==> src/rtl/pm_loader_pkg.sv <==
// Shared types and constants for the program-memory loader.
package pm_loader_pkg;

  typedef enum logic [1:0] {
    IDLE  = 2'd0,
    LEN   = 2'd1,
    LOAD  = 2'd2,
    CHECK = 2'd3
  } state_e;

  // A LEN byte of this value requests a full-depth load
  localparam int unsigned LEN_FULL_DEPTH = 0;
  // A correct checksum makes (sum + CHK) wrap to this value
  localparam int unsigned CHK_OK         = 0;

endpackage

==> src/rtl/pm_loader.sv <==
// Streams LEN / data / CHK bytes from the host into program memory and
// holds the processor in reset until the additive checksum passes.
module pm_loader
  import pm_loader_pkg::*;
#(
  parameter int unsigned ADDR_W = 8,
  parameter int unsigned DATA_W = 8
) (
  input  logic              clk,
  input  logic              reset,
  input  logic              start,
  input  logic [DATA_W-1:0] rx_data,
  input  logic              rx_valid,
  output logic              rx_ready,
  output logic [ADDR_W-1:0] pm_wr_addr,
  output logic [DATA_W-1:0] pm_wr_data,
  output logic              pm_wren,
  output logic              cpu_reset,
  output logic              busy,
  output logic              done,
  output logic              error
);

  // Remaining count needs one extra bit to hold the full depth
  localparam int unsigned        REM_W  = ADDR_W + 1;
  localparam logic [REM_W-1:0]   FULL_N = REM_W'(1) << ADDR_W;

  state_e              state_q, state_d;
  logic [ADDR_W-1:0]   addr_q, addr_d;
  logic [REM_W-1:0]    rem_q, rem_d;
  logic [DATA_W-1:0]   sum_q, sum_d;
  logic [ADDR_W-1:0]   wr_addr_q, wr_addr_d;
  logic [DATA_W-1:0]   wr_data_q, wr_data_d;
  logic                wren_q, wren_d;
  logic                cpu_reset_q, cpu_reset_d;
  logic                done_q, done_d;
  logic                error_q, error_d;
  logic                rx_ready_q, rx_ready_d;
  logic                busy_q, busy_d;
  logic                xfer_c;
  logic [DATA_W-1:0]   chk_sum_c;

  assign xfer_c    = rx_valid & rx_ready_q;
  assign chk_sum_c = sum_q + rx_data;

  always_ff @(posedge clk or posedge reset) begin
    if (reset) begin
      state_q     <= IDLE;
      addr_q      <= '0;
      rem_q       <= '0;
      sum_q       <= '0;
      wr_addr_q   <= '0;
      wr_data_q   <= '0;
      wren_q      <= 1'b0;
      cpu_reset_q <= 1'b1;
      done_q      <= 1'b0;
      error_q     <= 1'b0;
      rx_ready_q  <= 1'b0;
      busy_q      <= 1'b0;
    end else begin
      state_q     <= state_d;
      addr_q      <= addr_d;
      rem_q       <= rem_d;
      sum_q       <= sum_d;
      wr_addr_q   <= wr_addr_d;
      wr_data_q   <= wr_data_d;
      wren_q      <= wren_d;
      cpu_reset_q <= cpu_reset_d;
      done_q      <= done_d;
      error_q     <= error_d;
      rx_ready_q  <= rx_ready_d;
      busy_q      <= busy_d;
    end
  end

  always_comb begin
    state_d     = state_q;
    addr_d      = addr_q;
    rem_d       = rem_q;
    sum_d       = sum_q;
    wr_addr_d   = wr_addr_q;
    wr_data_d   = wr_data_q;
    wren_d      = 1'b0;
    cpu_reset_d = cpu_reset_q;
    done_d      = done_q;
    error_d     = error_q;

    unique case (state_q)
      IDLE: begin
        if (start) begin
          state_d     = LEN;
          cpu_reset_d = 1'b1;
          done_d      = 1'b0;
          error_d     = 1'b0;
          sum_d       = '0;
          addr_d      = '0;
        end
      end
      LEN: begin
        if (xfer_c) begin
          rem_d   = (rx_data == DATA_W'(LEN_FULL_DEPTH)) ? FULL_N : REM_W'(rx_data);
          state_d = LOAD;
        end
      end
      LOAD: begin
        if (xfer_c) begin
          wren_d    = 1'b1;
          wr_addr_d = addr_q;
          wr_data_d = rx_data;
          addr_d    = addr_q + ADDR_W'(1);
          sum_d     = chk_sum_c;
          rem_d     = rem_q - REM_W'(1);
          if (rem_q == REM_W'(1)) state_d = CHECK;
        end
      end
      CHECK: begin
        if (xfer_c) begin
          state_d = IDLE;
          if (chk_sum_c == DATA_W'(CHK_OK)) begin
            done_d      = 1'b1;
            cpu_reset_d = 1'b0;
          end else begin
            error_d = 1'b1;
          end
        end
      end
      default: state_d = IDLE;
    endcase

    // Ready/busy are registered decodes of the next state
    rx_ready_d = (state_d != IDLE);
    busy_d     = (state_d != IDLE);
  end

  assign rx_ready   = rx_ready_q;
  assign pm_wr_addr = wr_addr_q;
  assign pm_wr_data = wr_data_q;
  assign pm_wren    = wren_q;
  assign cpu_reset  = cpu_reset_q;
  assign busy       = busy_q;
  assign done       = done_q;
  assign error      = error_q;

endmodule

==> config.mk <==
export PLATFORM = sky130hd
export DESIGN_NAME = pm_loader
export DESIGN_NICKNAME = d
export VERILOG_FILES = /design/src/rtl/pm_loader_pkg.sv /design/src/rtl/pm_loader.sv
export SDC_FILE = /design/constraint.sdc
export NUM_CORES = 1
export LEC_CHECK = 0
export CELL_PAD_IN_SITES_DETAIL_PLACEMENT = 1
export CELL_PAD_IN_SITES_GLOBAL_PLACEMENT = 1
export CORE_AREA = 2 2 76 86
export CTS_BUF_LIST = sky130_fd_sc_hd__clkbuf_8
export CTS_CLUSTER_DIAMETER = 120
export CTS_CLUSTER_SIZE = 25
export DETAILED_ROUTE_END_ITERATION = 10
export DIE_AREA = 0 0 78 88
export PLACE_DENSITY = 0.84
export SETUP_SLACK_MARGIN = 0.4
export SLEW_MARGIN = 20
export SYNTH_ARGS = -nofsm -noshare
export SYNTH_HDL_FRONTEND = slang
export SYNTH_SLANG_ARGS = --single-unit
==> constraint.sdc <==
create_clock -name clk -period 2.59 [get_ports clk]
set_input_delay 0.777 -clock clk [delete_from_list [all_inputs] [get_ports clk]]
set_output_delay 0.777 -clock clk [all_outputs]
set_load 0.01 [all_outputs]
==> results_tabular.tex, run 1 <==
\begin{tabular}{lr}
\hline
Metric & Value \\
\hline
\multicolumn{2}{l}{\textbf{Die}} \\
\quad Core region area & between 6000 and 7000 um\^{}2 \\
\quad Floorplan die width & roughly 80 um \\
\quad Starting Density & 42.8\% \\
\quad Die span in y & between 80 and 90 um \\
\quad I/O pin count & 34 \\
\quad Row count & 30 \\
\quad Total Die Area & 6860 um\^{}2 \\
\multicolumn{2}{l}{\textbf{Worst setup path}} \\
\quad Max stage delay cell, worst path & fa\_2 \\
\quad Critical Path AT & roughly 2.7 ns \\
\quad Nature of the critical path startpoint & input port \\
\quad Worst path required time & around 2.8 ns \\
\quad Crit path largest cell delay & roughly 0.37 ns \\
\quad Flop-to-flop setup slack & 0.28 ns \\
\quad Launch point of the critical path & rx\_data[0] \\
\quad Largest fanout on the critical path & 3 \\
\quad Reg2reg start & sum\_q[0]\$\_DFFE\_PP0P\_ \\
\quad Critical path capture point type & register \\
\quad Critical Setup Path Class & in2reg \\
\quad Series of cell instances along the critical path & buf\_8 > ha\_4 > fa\_2 > a211oi\_4 > o21bai\_2 > a2111oi\_4 > nor4b\_4 > o2bb2ai\_1 \\
\quad Crit path max-delay family & compound AO/OA/AOI/OAI gates \\
\quad Count of buffering cells on the critical path with inverters included & 1 \\
\multicolumn{2}{l}{\textbf{Power}} \\
\quad Portion of total power attributed to combinational logic & a little over half \\
\quad Sw frac & between 40 and 50\% \\
\quad Worst IR drop on VDD & 0.578 mV \\
\quad Flop pwr share & between 30 and 40\% \\
\quad Portion of total power attributed to the clock network & about an eighth \\
\quad Leakage power total & around 1.6 nW \\
\quad Internal power component & 0.00223 W \\
\quad Power density of the placed cells & 1110 nW/um\^{}2 \\
\quad Net Sw Power & 0.00165 W \\
\multicolumn{2}{l}{\textbf{Finish}} \\
\quad Antenna Diode Count & 0 \\
\quad Final standard cell count with taps included and fillers excluded & between 400 and 500 \\
\quad Fraction of final layout cells with drive strength greater than 1 & roughly 24\% \\
\quad Number of nets in the layout & approximately 370 \\
\quad Total of fill cells in the finished design & between 700 and 800 \\
\quad Signed area change from the synthesized netlist to the final layout & 35.8\% \\
\multicolumn{2}{l}{\textbf{Timing}} \\
\quad Final clock skew & $\sim$0.011 ns \\
\quad Hold Violations, Final & 0 \\
\quad Maximum frequency from static timing analysis & between 0.4 and 0.5 GHz \\
\quad Share of the clock period used by the worst path after layout & 93.3\% \\
\quad Number of setup violations in the final report & 0 \\
\quad Slew at the pin with the worst max-slew slack & about 0.67 ns \\
\quad Relative max-transition margin & a little under three fifths \\
\quad Minimum period implied by the final worst setup slack & 2.42 ns \\
\quad Pins over their slew limit & 0 \\
\quad Unrepaired setup endpoints after global routing & yes \\
\quad Setup TNS & 0 ns \\
\multicolumn{2}{l}{\textbf{Clocking}} \\
\quad Largest buffer count on any clock path & 2 \\
\quad Cts bufs inserted & 5 \\
\quad Worst-path clk slew & 0.10 ns \\
\quad H-tree levels & 2 \\
\quad Clock tree from TritonCTS & yes \\
\quad Clock tree root buffer cell & clkbuf\_8 \\
\quad Clock Sink Count & between 40 and 50 \\
\quad Clock insertion delay at the later pin of the skew report & roughly 0.32 ns \\
\multicolumn{2}{l}{\textbf{Logic synthesis}} \\
\quad Prevailing post-synth register cell & dfrtp\_1 \\
\quad Synth Area per Inst & 9.45 um\^{}2 \\
\quad Register bit total from synthesis & 48 \\
\quad Post-synthesis net count & slightly below 300 \\
\quad Number of flops mapped to enable cells by yosys & 0 \\
\quad Count of synthesis-stage warnings from yosys & 0 \\
\quad Post-synthesis instance area & between 2000 and 3000 um\^{}2 \\
\quad Synth unique cells & between 50 and 60 \\
\quad Cell count after synthesis & 272 \\
\quad Portion of the post-synthesis area used by sequential elements & roughly 47\% \\
\quad Fraction of registers with async set or reset after synthesis & between 90\% and 100\% \\
\multicolumn{2}{l}{\textbf{Flow run}} \\
\quad Max-cap violation count & 0 \\
\multicolumn{2}{l}{\textbf{Detailed routing}} \\
\quad Total via count in the routed design & 2324 \\
\quad Drt first-iter violations & 114 \\
\quad Wire length per cell after detailed routing & 17.9 um \\
\quad Detailed-route vias per instance & approximately 5.5 \\
\quad DR pass1 iterations & 4 \\
\quad Sum of routed wire length over all layers & 7.58 mm \\
\quad Remaining antenna violation count after routing & 0 \\
\quad Remaining design rule violation count & 0 \\
\multicolumn{2}{l}{\textbf{Placement}} \\
\quad GPL Wtd Cong & between 0.8 and 0.9 \\
\quad Number of port buffers & 33 \\
\quad Post-DP HPWL & 5.26 mm \\
\quad Placed Cells incl. Taps & 408 \\
\multicolumn{2}{l}{\textbf{Global routing}} \\
\quad Largest net degree at the start of global routing & 23 \\
\quad Overall fraction of global-route tracks in use & a little under a quarter \\
\quad Wire length of the first global-routing pass & 12.2 mm \\
\quad Vias in the first global route & 2393 \\
\quad Grt ovf & 0 \\
\quad Number of antenna violations at the first check in global routing & 0 \\
\multicolumn{2}{l}{\textbf{Hold path}} \\
\quad Class of the tightest hold or removal check & reg2reg \\
\quad Worst Min Path Start & pm\_wr\_addr[3]\$\_DFFE\_PP0P\_ \\
\multicolumn{2}{l}{\textbf{Outcome}} \\
\quad Run status & complete, no violations \\
\hline
\end{tabular}
[metrics by stage]
stage	total power (W)	utilization [%]	hold slack, ns	cell area (um^2)	worst slack, ns
final	0.00389	58.1	0.484	3490	0.174
after global routing	0.00417	58.1	0.526	3490	0.0661
after CTS	0.00375	57.0	0.487	3420	0.200
after detailed placement	0.00305	53.3	0.465	3200	-0.590
after global placement	0.00295	53.3	0.457	3200	-0.528
after floorplan	0.00232	-	0.453	2580	0.109
[flip-flops by register name (all words and copies together), names as in the netlist]
name	flops
addr_q	8
busy	1
cpu_reset	1
done	1
error	1
pm_wr_addr	8
pm_wr_data	8
pm_wren	1
rem_q	9
state_q	2
sum_q	8
[final cells by class]
type | instances | area, um^2 | area share [%]
multi-input combinational | 204 | 1420 | 40.6
sequential | 48 | 1200 | 34.5
timing repair buffer | 75 | 646 | 18.5
tap | 80 | 100 | 2.87
clock buffer | 5 | 68.8 | 1.97
inverter | 8 | 33.8 | 0.968
clock inverter | 3 | 23.8 | 0.681
[worst register-to-register path, delay by kind of cell, from the launching register on]
family	cells	cell delay [ns]
adder cells (fa/ha/maj)	2	0.55
flip-flops	1	0.43
AO/OA/AOI/OAI	4	0.94
AND/OR/NAND/NOR	1	0.33
[repair_timing]
item / 4_1_cts / 5_1_grt
pin swaps: 13 / 7
hold buffers: 0 / 0
endpoints found under the setup margin: 8 / 7
setup buffers: 5 / 2
resized for setup: 31 / 11
[kinds of logic (layout without fill, tap and decap cells)]
logic type | Yosys count | in the layout | synth area share [%]
flip-flops | 48 | 48 | 46.8
AND/OR/NAND/NOR | 118 | 118 | 22.6
adder cells (fa/ha/maj) | 11 | 11 | 5.65
buffers and inverters | 20 | 91 | 4.38
XOR/XNOR | 11 | 11 | 3.75
AO/OA/AOI/OAI | 64 | 64 | 16.8
[layer usage]
layer	part of all wire, %	global-route usage (%)
met5	0	0
met4	2.2	8.93
met3	2.7	4.12
met2	55	42.9
met1	40	27.4
[Yosys cell counts, types with 2 or more instances]
library cell / count / area, um^2
nand4_1: 2 / 12.5
nand2b_1: 3 / 18.8
buf_4: 2 / 15.0
a22o_1: 6 / 52.6
a21oi_1: 15 / 75.1
o31a_1: 2 / 17.5
o211ai_1: 4 / 30.0
inv_1: 6 / 22.5
nor2_1: 27 / 101
dfrtp_1: 47 / 1180
nand3_1: 2 / 10.0
nor3_1: 6 / 30.0
buf_2: 3 / 15.0
o21ai_0: 20 / 100
ha_1: 10 / 125
a221oi_1: 2 / 17.5
xor2_1: 5 / 43.8
buf_6: 3 / 33.8
a22oi_1: 2 / 15.0
a211oi_1: 2 / 15.0
and3b_1: 2 / 17.5
nor4_1: 3 / 18.8
clkbuf_1: 4 / 15.0
nand2_1: 60 / 225
xnor2_1: 6 / 52.6
o2bb2ai_1: 2 / 17.5
[power by group through the flow]
stage	Sequential [W]	Combinational, W	Clock (W)
2_1_floorplan	0.00122	0.00110	0
3_3_place_gp	0.00126	0.00169	0
3_5_place_dp	0.00128	0.00177	0
4_1_cts	0.00128	0.00198	0.000490
5_1_grt	0.00133	0.00233	0.000515
6_report	0.00130	0.00211	0.000479
[final timing paths]
path                            cells past startpoint                   endpoint
min in group asynchronous                           2  pm_wr_addr[2]$_DFFE_PP0P_
max in group asynchronous                           3       rem_q[6]$_DFFE_PP0P_
worst min-delay path                                2  pm_wr_addr[3]$_DFFE_PP0P_
worst max-delay path                                8           done$_DFFE_PP0P_
worst max register to register                      7           done$_DFFE_PP0P_
worst min register to register                      2  pm_wr_addr[3]$_DFFE_PP0P_
[cell usage in the layout, fill, tap and decap left out, types with 5 or more instances in the layout]
cell,Yosys,routed
a21oi_1,15,13
a22o_1,6,6
buf_4,2,40
clkbuf_8,0,5
clkdlybuf4s50_1,0,25
dfrtp_1,47,47
ha_4,0,6
inv_1,6,5
nand2_1,60,60
nor2_1,27,26
nor3_1,6,6
o21ai_0,20,18
xnor2_1,6,5
xor2_1,5,5
(Power assumes the default switching activity.)
==> run 2, diff against run 1 <==
--- a/config.mk
+++ b/config.mk
@@ -7,15 +7,16 @@
 export LEC_CHECK = 0
 export CELL_PAD_IN_SITES_DETAIL_PLACEMENT = 1
 export CELL_PAD_IN_SITES_GLOBAL_PLACEMENT = 1
-export CORE_AREA = 2 2 76 86
+export CORE_AREA = 2 2 77 87
 export CTS_BUF_LIST = sky130_fd_sc_hd__clkbuf_8
 export CTS_CLUSTER_DIAMETER = 120
 export CTS_CLUSTER_SIZE = 25
 export DETAILED_ROUTE_END_ITERATION = 10
-export DIE_AREA = 0 0 78 88
-export PLACE_DENSITY = 0.84
+export DIE_AREA = 0 0 79 89
+export PLACE_DENSITY = 0.83
 export SETUP_SLACK_MARGIN = 0.4
 export SLEW_MARGIN = 20
 export SYNTH_ARGS = -nofsm -noshare
 export SYNTH_HDL_FRONTEND = slang
 export SYNTH_SLANG_ARGS = --single-unit
+export TNS_END_PERCENT = 50
==> results_tabular.tex, run 2 (synthesis gave the netlist of run 1 again) <==
\begin{tabular}{lr}
\hline
Metric & Value \\
\hline
\multicolumn{2}{l}{\textbf{Global routing}} \\
\quad Overall fraction of global-route tracks in use & 23.1\% (-0.27 points) \\
\quad Grt ovf & 0 (unchanged) \\
\quad Vias in the first global route & 2437 (+1.8\%) \\
\quad Largest net degree at the start of global routing & 32 (+39\%) \\
\quad Number of antenna violations at the first check in global routing & 0 (unchanged) \\
\quad Wire length of the first global-routing pass & 12.4 mm (+0.85\%) \\
\multicolumn{2}{l}{\textbf{Outcome}} \\
\quad Run status & complete, no violations \\
\multicolumn{2}{l}{\textbf{Timing}} \\
\quad Hold Violations, Final & 0 (unchanged) \\
\quad Worst hold-check slack & 0.479 ns (-0.00549 ns) \\
\quad Minimum period implied by the final worst setup slack & 2.45 ns (+0.0370 ns) \\
\quad Number of setup violations in the final report & 0 (unchanged) \\
\quad Pins over their slew limit & 0 (unchanged) \\
\quad Unrepaired setup endpoints after global routing & yes \\
\quad Final clock skew & 0.0144 ns (+0.00375 ns) \\
\quad Maximum frequency from static timing analysis & 0.408 GHz (-1.5\%) \\
\quad Slew at the pin with the worst max-slew slack & 0.651 ns (-0.0150 ns) \\
\quad Share of the clock period used by the worst path after layout & 94.7\% (+1.4 points) \\
\quad Setup TNS & 0 ns (unchanged) \\
\quad Relative max-transition margin & 56.6\% (+1.0 points) \\
\multicolumn{2}{l}{\textbf{Clocking}} \\
\quad H-tree levels & 2 (unchanged) \\
\quad Clock insertion delay at the later pin of the skew report & 0.32 ns (about the same) \\
\quad Hold Buf Count CTS & 0 (unchanged) \\
\quad Clock tree root buffer cell & clkbuf\_8 \\
\quad Clock tree from TritonCTS & yes \\
\quad Largest buffer count on any clock path & 2 (unchanged) \\
\quad Worst-path clk slew & 0.09 ns (about the same) \\
\quad Clock Sink Count & 48 (unchanged) \\
\quad Cts bufs inserted & 5 (unchanged) \\
\multicolumn{2}{l}{\textbf{Power}} \\
\quad Worst IR drop on VDD & 0.553 mV (-4.4\%) \\
\quad Power density of the placed cells & 1130 nW/um\^{}2 (+1.3\%) \\
\quad Power after layout & 0.00390 W (+0.38\%) \\
\quad Leakage power total & 1.56 nW (-0.60\%) \\
\multicolumn{2}{l}{\textbf{Flow run}} \\
\quad Max-cap violation count & 0 (unchanged) \\
\multicolumn{2}{l}{\textbf{Finish}} \\
\quad Leading cell type in the layout, fill and taps excluded & nand2\_1 \\
\quad Post-Route Utilization & 56.9\% (-1.3 points) \\
\quad Number of nets in the layout & 358 (-1.9\%) \\
\quad Commonest cells after routing, fill and taps aside & 60 x nand2\_1, 47 x dfrtp\_1, 32 x buf\_4 \\
\quad Fraction of final layout cells with drive strength greater than 1 & 22.3\% (-2.2 points) \\
\quad Flip-flop count of the largest register after layout & 9 (unchanged) \\
\quad Total of fill cells in the finished design & 711 (+1.4\%) \\
\quad Register with the most flip-flops & rem\_q \\
\quad Signed area change from the synthesized netlist to the final layout & 34.5\% \\
\quad Antenna Diode Count & 0 (unchanged) \\
\quad Layout Cell Area excl Fill & 3460 um\^{}2 (-0.93\%) \\
\multicolumn{2}{l}{\textbf{Worst setup path}} \\
\quad Max stage delay cell, worst path & nor4b\_4 \\
\quad Critical path capture point type & register \\
\quad Series of cell instances along the critical path & buf\_8 > ha\_4 > fa\_2 > a211oi\_4 > buf\_4 > or2\_4 > o311ai\_4 > nor4b\_4 > a221oi\_2 \\
\quad Largest fanout on the critical path & 3 (unchanged) \\
\quad Critical Setup Path Class & in2reg \\
\quad Worst path required time & 2.77 ns (-0.07 ns) \\
\quad Crit path largest cell delay & 0.41 ns (+0.04 ns) \\
\quad Flop-to-flop setup slack & 0.25 ns (-0.03 ns) \\
\quad Crit path max-delay family & simple AND/OR/NAND/NOR gates \\
\quad Nature of the critical path startpoint & input port \\
\quad Count of buffering cells on the critical path with inverters included & 2 (+1) \\
\quad Critical Path AT & 2.63 ns (-0.03 ns) \\
\multicolumn{2}{l}{\textbf{Die}} \\
\quad Die span in y & 89 um (+1.1\%) \\
\quad Row count & 30 (unchanged) \\
\quad Starting Density & 42.3\% (-0.53 points) \\
\quad I/O pin count & 34 (unchanged) \\
\quad Floorplan die width & 79 um (+1.3\%) \\
\quad Total Die Area & 7030 um\^{}2 (+2.4\%) \\
\quad Core region area & 6080 um\^{}2 (+1.2\%) \\
\multicolumn{2}{l}{\textbf{Detailed routing}} \\
\quad Remaining antenna violation count after routing & 0 (unchanged) \\
\quad Remaining design rule violation count & 0 (unchanged) \\
\quad DR pass1 iterations & 4 (unchanged) \\
\quad Detailed-route vias per instance & 5.42 (-1.4\%) \\
\quad Drt first-iter violations & 96 (-16\%) \\
\quad Total via count in the routed design & 2254 (-3.0\%) \\
\quad Sum of routed wire length over all layers & 7.52 mm (-0.77\%) \\
\quad Wire length per cell after detailed routing & 18.1 um (+0.90\%) \\
\multicolumn{2}{l}{\textbf{Placement}} \\
\quad Instance area at placement & 3160 um\^{}2 (-1.1\%) \\
\quad Post-DP HPWL & 5.06 mm (-3.9\%) \\
\quad GPL Wtd Cong & 0.852 (-2.7\%) \\
\quad Number of port buffers & 33 (unchanged) \\
\multicolumn{2}{l}{\textbf{Hold path}} \\
\quad Class of the tightest hold or removal check & reg2reg \\
\hline
\end{tabular}
run 2: cell count changes in the layout (fill, tap and decap cells not counted), moves of 2 or more:
cell / previous run / this run
buf_4: 40 / 32
buf_12: 0 / 2
buf_6: 2 / 0
clkinvlp_4: 2 / 0
run 2: metal layers:
layer  wire length (um)  track usage (%)  vias up
li1                   -                -     1058
met1               3030             25.7     1130
met2               3950             42.7       43
met3                201             3.64       23
met4                335             12.5        0
met5                  0                0        -
run 2: timing repair:
action / 4_1_cts / 5_1_grt
buffers inserted: 5 / 3
gates resized for setup: 26 / 13
setup endpoints to repair: 8 / 11
cloned: 0 / 0
pin swaps: 14 / 9
run 2: report_power, final:
part	total (W)	switching [W]	internal, W
logic	0.00206	0.00104	0.00102
registers	0.00128	0.000286	0.000997
clock network	0.000554	0.000271	0.000283
run 2: worst paths after layout:
check                                                from                         to  cells past startpoint
min in group asynchronous                           reset          pm_wren$_DFF_PP0_                      2
worst max register to register       sum_q[0]$_DFFE_PP0P_          error$_DFFE_PP0P_                      8
max in group asynchronous                           reset      cpu_reset$_DFFE_PP1P_                      3
worst max-delay path                           rx_data[0]          error$_DFFE_PP0P_                      9
worst min register to register  pm_wr_addr[1]$_DFFE_PP0P_  pm_wr_addr[1]$_DFFE_PP0P_                      2
worst min-delay path            pm_wr_addr[1]$_DFFE_PP0P_  pm_wr_addr[1]$_DFFE_PP0P_                      2
run 2: stage by stage:
stage / worst slack, ns / cells
after global placement: -0.515 / 400
after floorplan: 0.109 / 272
after detailed placement: -0.605 / 400
after global routing: 0.0864 / 416
final: 0.137 / 416
after CTS: 0.124 / 413
run 2: worst register-to-register path, cell delays in order (launching register included):
cell and delay, ns:
dfrtp_1 0.43, ha_4 0.18, fa_2 0.38, a211oi_4 0.30, buf_4 0.16, or2_4 0.15, o311ai_4 0.11, nor4b_4 0.41
a221oi_2 0.10
run 2: final cells by class:
cell class | count | area, um^2 | area share [%]
multi-input cells | 204 | 1400 | 40.4
flip-flops and latches | 48 | 1200 | 34.8
repair buffers | 68 | 616 | 17.8
well taps | 80 | 100 | 2.90
clock buffers | 5 | 68.8 | 1.99
clock inverters | 3 | 38.8 | 1.12
inverters | 8 | 33.8 | 0.977
==> patch 1 (config.mk and constraints of run 2) <==
Encoding of `state_e`: now one-hot (4 bits for 4 states).
--- a/src/rtl/pm_loader_pkg.sv
+++ b/src/rtl/pm_loader_pkg.sv
@@ -2,9 +2,9 @@
 package pm_loader_pkg;
 
-  typedef enum logic [1:0] {
-    IDLE  = 2'd0,
-    LEN   = 2'd1,
-    LOAD  = 2'd2,
-    CHECK = 2'd3
+  typedef enum logic [3:0] {
+    IDLE  = 4'b0001,
+    LEN   = 4'b0010,
+    LOAD  = 4'b0100,
+    CHECK = 4'b1000
   } state_e;
 
Check against the original RTL: no difference found for any inputs over 4 cycles, from zero or initial values and one cycle with reset high; so few cycles prove little.
==> patch 1 against run 2 <==
- routed wire length up 2.0%
- critical endpoint is now done
- worst setup slack lost 73 ps
- cell area decreased by 1.2%
- area after synthesis rose by 1.1%
- via count increased by 3.5%
- sequential cell count rose by 2
- worst hold slack improved by 4.6 ps
- critical path type unchanged
Power is not compared: it rests on default switching activity, and its combinational part moved more than twofold at a synthesized area within 25%.
==> patch 1: results (changes against run 2) <==
The flow ran to the end, and the final reports show no timing, DRC or antenna violations. The total detailed-routing wirelength was 7670 um (+2.0%). The worst register-to-register path begins at sum_q[0].

The number of vias per cell after detailed routing is 5.42 (about the same). The first-iteration detailed-routing DRC count is 90 (-6.3%). The critical path starts at rx_data[0]. The post-CTS clock slew at the launch and capture registers of the worst setup and hold paths is 90 ps (about the same). Ranked by instance count, the synthesized netlist is headed by nand2_1, dfrtp_1, o21ai_0. The HPWL reported at the end of detailed placement is 5260 um (+4.0%). The synthesized netlist net count is 315 (+6.8%). The final RePlAce weighted congestion was 0.835 (-1.9%). The leakage power total came out at 1.60 nW.

The initial antenna violation count was 0 (unchanged). The quantity of I/O buffers inserted on ports was 33 (unchanged). The number of distinct library cells after synthesis came out at 48 (-7.7%).

The worst-path cell with the longest stage delay is or4b_4. The worst IR drop on VDD is 280 uV. The biggest cell delay along the critical path is 480 ps (+70 ps). The clock latency of the later-clocked register in the worst-skew pair is 300 ps (-20 ps). The placement-stage worst setup slack is -716 ps (-111 ps).

The global-route total usage across every layer is 23.6% (+0.44 points). The cell count after placement came to 421 (+5.3%). The per-instance average area after synthesis is 8.90 um2 (-5.9%). The worst clock skew came out at 4.50 ps (-9.85 ps). The number of optimization iterations in the first detailed-route pass is 4 (unchanged). The maximum level of the CTS H-tree is 2 (unchanged).

The fraction of layout instances using a drive strength above 1 is 16.9% (-5.5 points). The startpoint identified for the worst hold timing path is pm_wr_data[6]. The tree is rooted in a clkbuf_8. The part of the Yosys area used for sequential elements is 48.3% (+1.5 points). The flip-flop count of the largest register, all copies and words added came to 9 (unchanged). The count of nets left with antenna violations after detail routing is 0 (unchanged). Sorting the synthesized cells by area gives the leading types as dfrtp_1, nand2_1, ha_1, o21ai_0, a21oi_1. The count of warnings emitted by yosys came to 0 (unchanged). The async set-reset flop share out of synthesis is 100% (unchanged). The antenna diode instance count came out at 0 (unchanged). Counting flops per register, the top entry is rem_q. The family with the most delay on the worst path is simple AND/OR/NAND/NOR gates. The placed cell area came to 0.00323 mm2 (+1.9%). The maximum number of pins on one net before global-route repair is 32 (unchanged). The global-route wire length before repair is 12900 um (+4.2%). The largest driver fanout on the critical path is 3 (unchanged). The worst hold-check path type is flop to flop. The net total in the final layout is 372 (+3.9%).

The transition time at the pin with the least slew margin came out at 493 ps (-157 ps). The CTS buffer count is 5 (unchanged). The via count of the first global-routing pass was 2542 (+4.3%). The arrival time of data at the critical path endpoint came out at 2700 ps (+70 ps). The wire length per cell after detailed routing is 17.8 um (-1.3%).

The number of buffers on the longest clock path is 2 (unchanged).
## patch 1: cell count changes after synthesis, moves of 4 or more
cell and change:
nand2_1 +16, nand3_1 +10, nor2_1 -7, a22o_1 -6, nand4_1 +5, xnor2_1 -4
## patch 1: path summary, 6_finish.rpt
check                                end  slack (ps)  cells after the start
max in group asynchronous      cpu_reset        1190                      3
setup reg to reg                    done         190                      8
hold reg to reg            pm_wr_data[6]         480                      2
min in group asynchronous  pm_wr_data[0]         800                      2
hold / removal             pm_wr_data[6]         480                      2
setup / recovery                    done          60                      9
## patch 1: logic make-up after synthesis
family                     synth area share, %
and+or+nand+nor                           25.4
AOI/OAI and AO/OA                         14.6
DFF                                       48.3
buffers and inverters                     2.79
adders and majority gates                 5.59
xor gates and xnor gates                  3.37
## patch 1: repair_timing
action                                  in CTS  in global routing
resized for setup                           15                 10
buffers inserted                             0                  1
pin swaps                                    6                  3
endpoints found under the setup margin       7                  7
## patch 1: metal layers
| layer | GRT usage [%] | part of all wire, % |
|---|---|---|
| met2 | 40.8 | 50 |
| met1 | 30.3 | 45 |
| met5 | 0 | 0 |
| met3 | 4.04 | 2.4 |
| met4 | 7.68 | 2.4 |
## patch 1: power breakdown
part	internal [mW]	switching [mW]	total, mW
registers	0.894	0.115	1.01
logic	0.237	0.307	0.545
clock network	0.285	0.262	0.547
## patch 1: metrics by stage
step	setup TNS, ps	util [%]	hold WS (ps)
after global placement	-2770	53.0	458
after floorplan	0	-	454
after detailed placement	-3250	53.0	461
after CTS	0	55.6	485
final	0	56.2	483
after global routing	0	56.2	500
## patch 1: final cells by class
cell class	instances	area, um2
fillers	730	2660
multi-input cells	225	1380
flip-flops and latches	50	1250
repair buffers	61	553
well taps	80	100
clock buffers	5	68.8
clock inverters	3	41.3
inverters	6	22.5
## patch 1: worst register-to-register path, cell delays in order, from the launching register on
cell and delay (ps):
dfrtp_1 420, ha_4 180, fa_2 400, xnor2_2 180
or4b_4 480, o21bai_4 190, nor2_1 80, and4b_1 250
o311ai_1 100
==> patch 2 (settings of run 2) <==
Made on the original files. The parameter `ADDR_W` goes from 8 to 7.
--- a/src/rtl/pm_loader.sv
+++ b/src/rtl/pm_loader.sv
@@ -4,5 +4,5 @@
   import pm_loader_pkg::*;
 #(
-  parameter int unsigned ADDR_W = 8,
+  parameter int unsigned ADDR_W = 7,
   parameter int unsigned DATA_W = 8
 ) (
Interface: changed (resized pm_wr_addr); port bits go from 34 to 33. No check against the original RTL was run, so the function may have changed too.
==> patch 2 against run 2 <==
- via count fell by 3.7%
- power decreased by 7.5%
- worst setup slack gained 160 ps
- clock power shrank 16%
- clock skew fell by 7.4 ps
- cell area is 6.4% lower
- sequential power fell by 6%
- routed wire length decreased by 4.1%
- area after synthesis decreased by 7.2%
- sequential cell count fell by 3
- largest power group unchanged
- highest routed layer unchanged
==> patch 2: results (changes against run 2) <==
The clock-net power was 0.468 mW (-16%). The global routing usage on met2 is 37.8% (-4.9 points). The met1 track demand over resource is 25.6% (-0.033 points).

The family with the most delay on the worst path is simple AND/OR/NAND/NOR gates. The first-iteration detailed-routing DRC count came out at 181 (+89%). The placement-stage worst setup slack is -361 ps (+244 ps). The area fraction in compound gates after synthesis came out at 17.1% (+0.30 points). The slowest stage of the critical path belongs to the cell nor4_2. The worst hold slack after final layout is 482 ps (+3.05 ps). The total via count after detailed routing is 2171 (-3.7%). The number of buffers added for setup after CTS came to 3 (-2). The worst hold path begins at pm_wr_addr[5]. The power dissipated by switching net loads came out at 1.53 mW (-4.3%). The number of distinct library cells after synthesis is 50 (-3.8%). The worst slew margin relative to its limit came out at 50.9% (-5.7 points).

The biggest cell delay along the critical path came out at 430 ps (+20 ps). The fraction of layout instances using a drive strength above 1 came out at 22.2% (-0.099 points). The worst clock skew is 6.96 ps (-7.39 ps).

The xor-xnor portion of the synthesized cell area was 4.04% (+0.29 points). The length of routed wiring on met1 was 2900 um (-4.5%). The slack of the worst reg-to-reg path came to 420 ps (+170 ps). The placed cell area is 0.00296 mm2 (-6.3%).

The cell count after placement came out at 381 (-4.8%). The flow ran to the end, and the final reports show no timing, DRC or antenna violations. The met3 wire length came to 374 um (+86%). The worst hold path endpoint is pm_wr_addr[5]. The initial antenna violation count came out at 0 (unchanged).

The wire length per cell after detailed routing is 18.2 um (+0.96%). The part of the power in the clock network came out at 13.0% (-1.2 points). The met2 wire length is 3660 um (-7.3%). By count the netlist is led by nand2_1, dfrtp_1, nor2_1.

The global-route total usage across every layer came out at 21.2% (-2.0 points). The quantity of I/O buffers inserted on ports is 32 (-3.0%). The count of instances resized after the clock tree is built came out at 33 (+27%). The final RePlAce weighted congestion is 0.786 (-7.7%). The end of the worst register-to-register path is done. The largest driver fanout on the critical path came out at 2 (-1). The number of cells on the worst reg-to-reg path was 6 (-2).

The gate count of the mapped netlist is 255 (-6.3%). The part of the Yosys area used for sequential elements is 47.2% (+0.46 points). Sorting the synthesized cells by area gives the leading types as dfrtp_1, nand2_1, ha_1, nor2_1, o21ai_0. The global-route wire length before repair is 11400 um (-7.4%). The adder-cell area share of the yosys netlist came out at 6.08% (+0.44 points). The net total in the final layout is 337 (-5.9%). The HPWL reported at the end of detailed placement is 4720 um (-6.6%). The worst IR drop on VDD came to 406 uV (-26%). The synthesized netlist net count came out at 278 (-5.8%). The arrival time of data at the critical path endpoint was 2540 ps (-90 ps). The leakage power total is 1.44 nW (-8.0%).

The met3 usage is 2.93% (-0.71 points). The non-filler instance count after layout is 395 (-5.0%). The combinational power share came to 53.8% (+0.9 points). The via count of the first global-routing pass is 2282 (-6.4%).
==> patch 2: changes by cell type after synthesis, moves of 5 or more <==
cell and delta:
nor2_1 -5, o21ai_0 -6, a31oi_1 +7, a21oi_1 -6
==> patch 2: layout make-up <==
| cell class | count | area (um2) |
|---|---|---|
| Fill cell | 708 | 2850 |
| Multi-Input combinational cell | 193 | 1340 |
| Sequential cell | 45 | 1130 |
| Timing Repair Buffer | 62 | 549 |
| Tap cell | 80 | 100 |
| Clock buffer | 5 | 68.8 |
| Inverter | 7 | 26.3 |
| Clock inverter | 3 | 25.0 |
==> patch 2: worst max path at each step <==
| stage | to | cells past startpoint | from | slack [ps] |
|---|---|---|---|---|
| after floorplan | done | 7 | rx_data[0] | 350 |
| after global placement | done | 8 | rx_data[0] | -280 |
| after detailed placement | done | 8 | rx_data[0] | -360 |
| after CTS | error | 7 | rx_data[1] | 400 |
| after global routing | done | 7 | rx_data[0] | 270 |
| final | done | 7 | rx_data[0] | 290 |
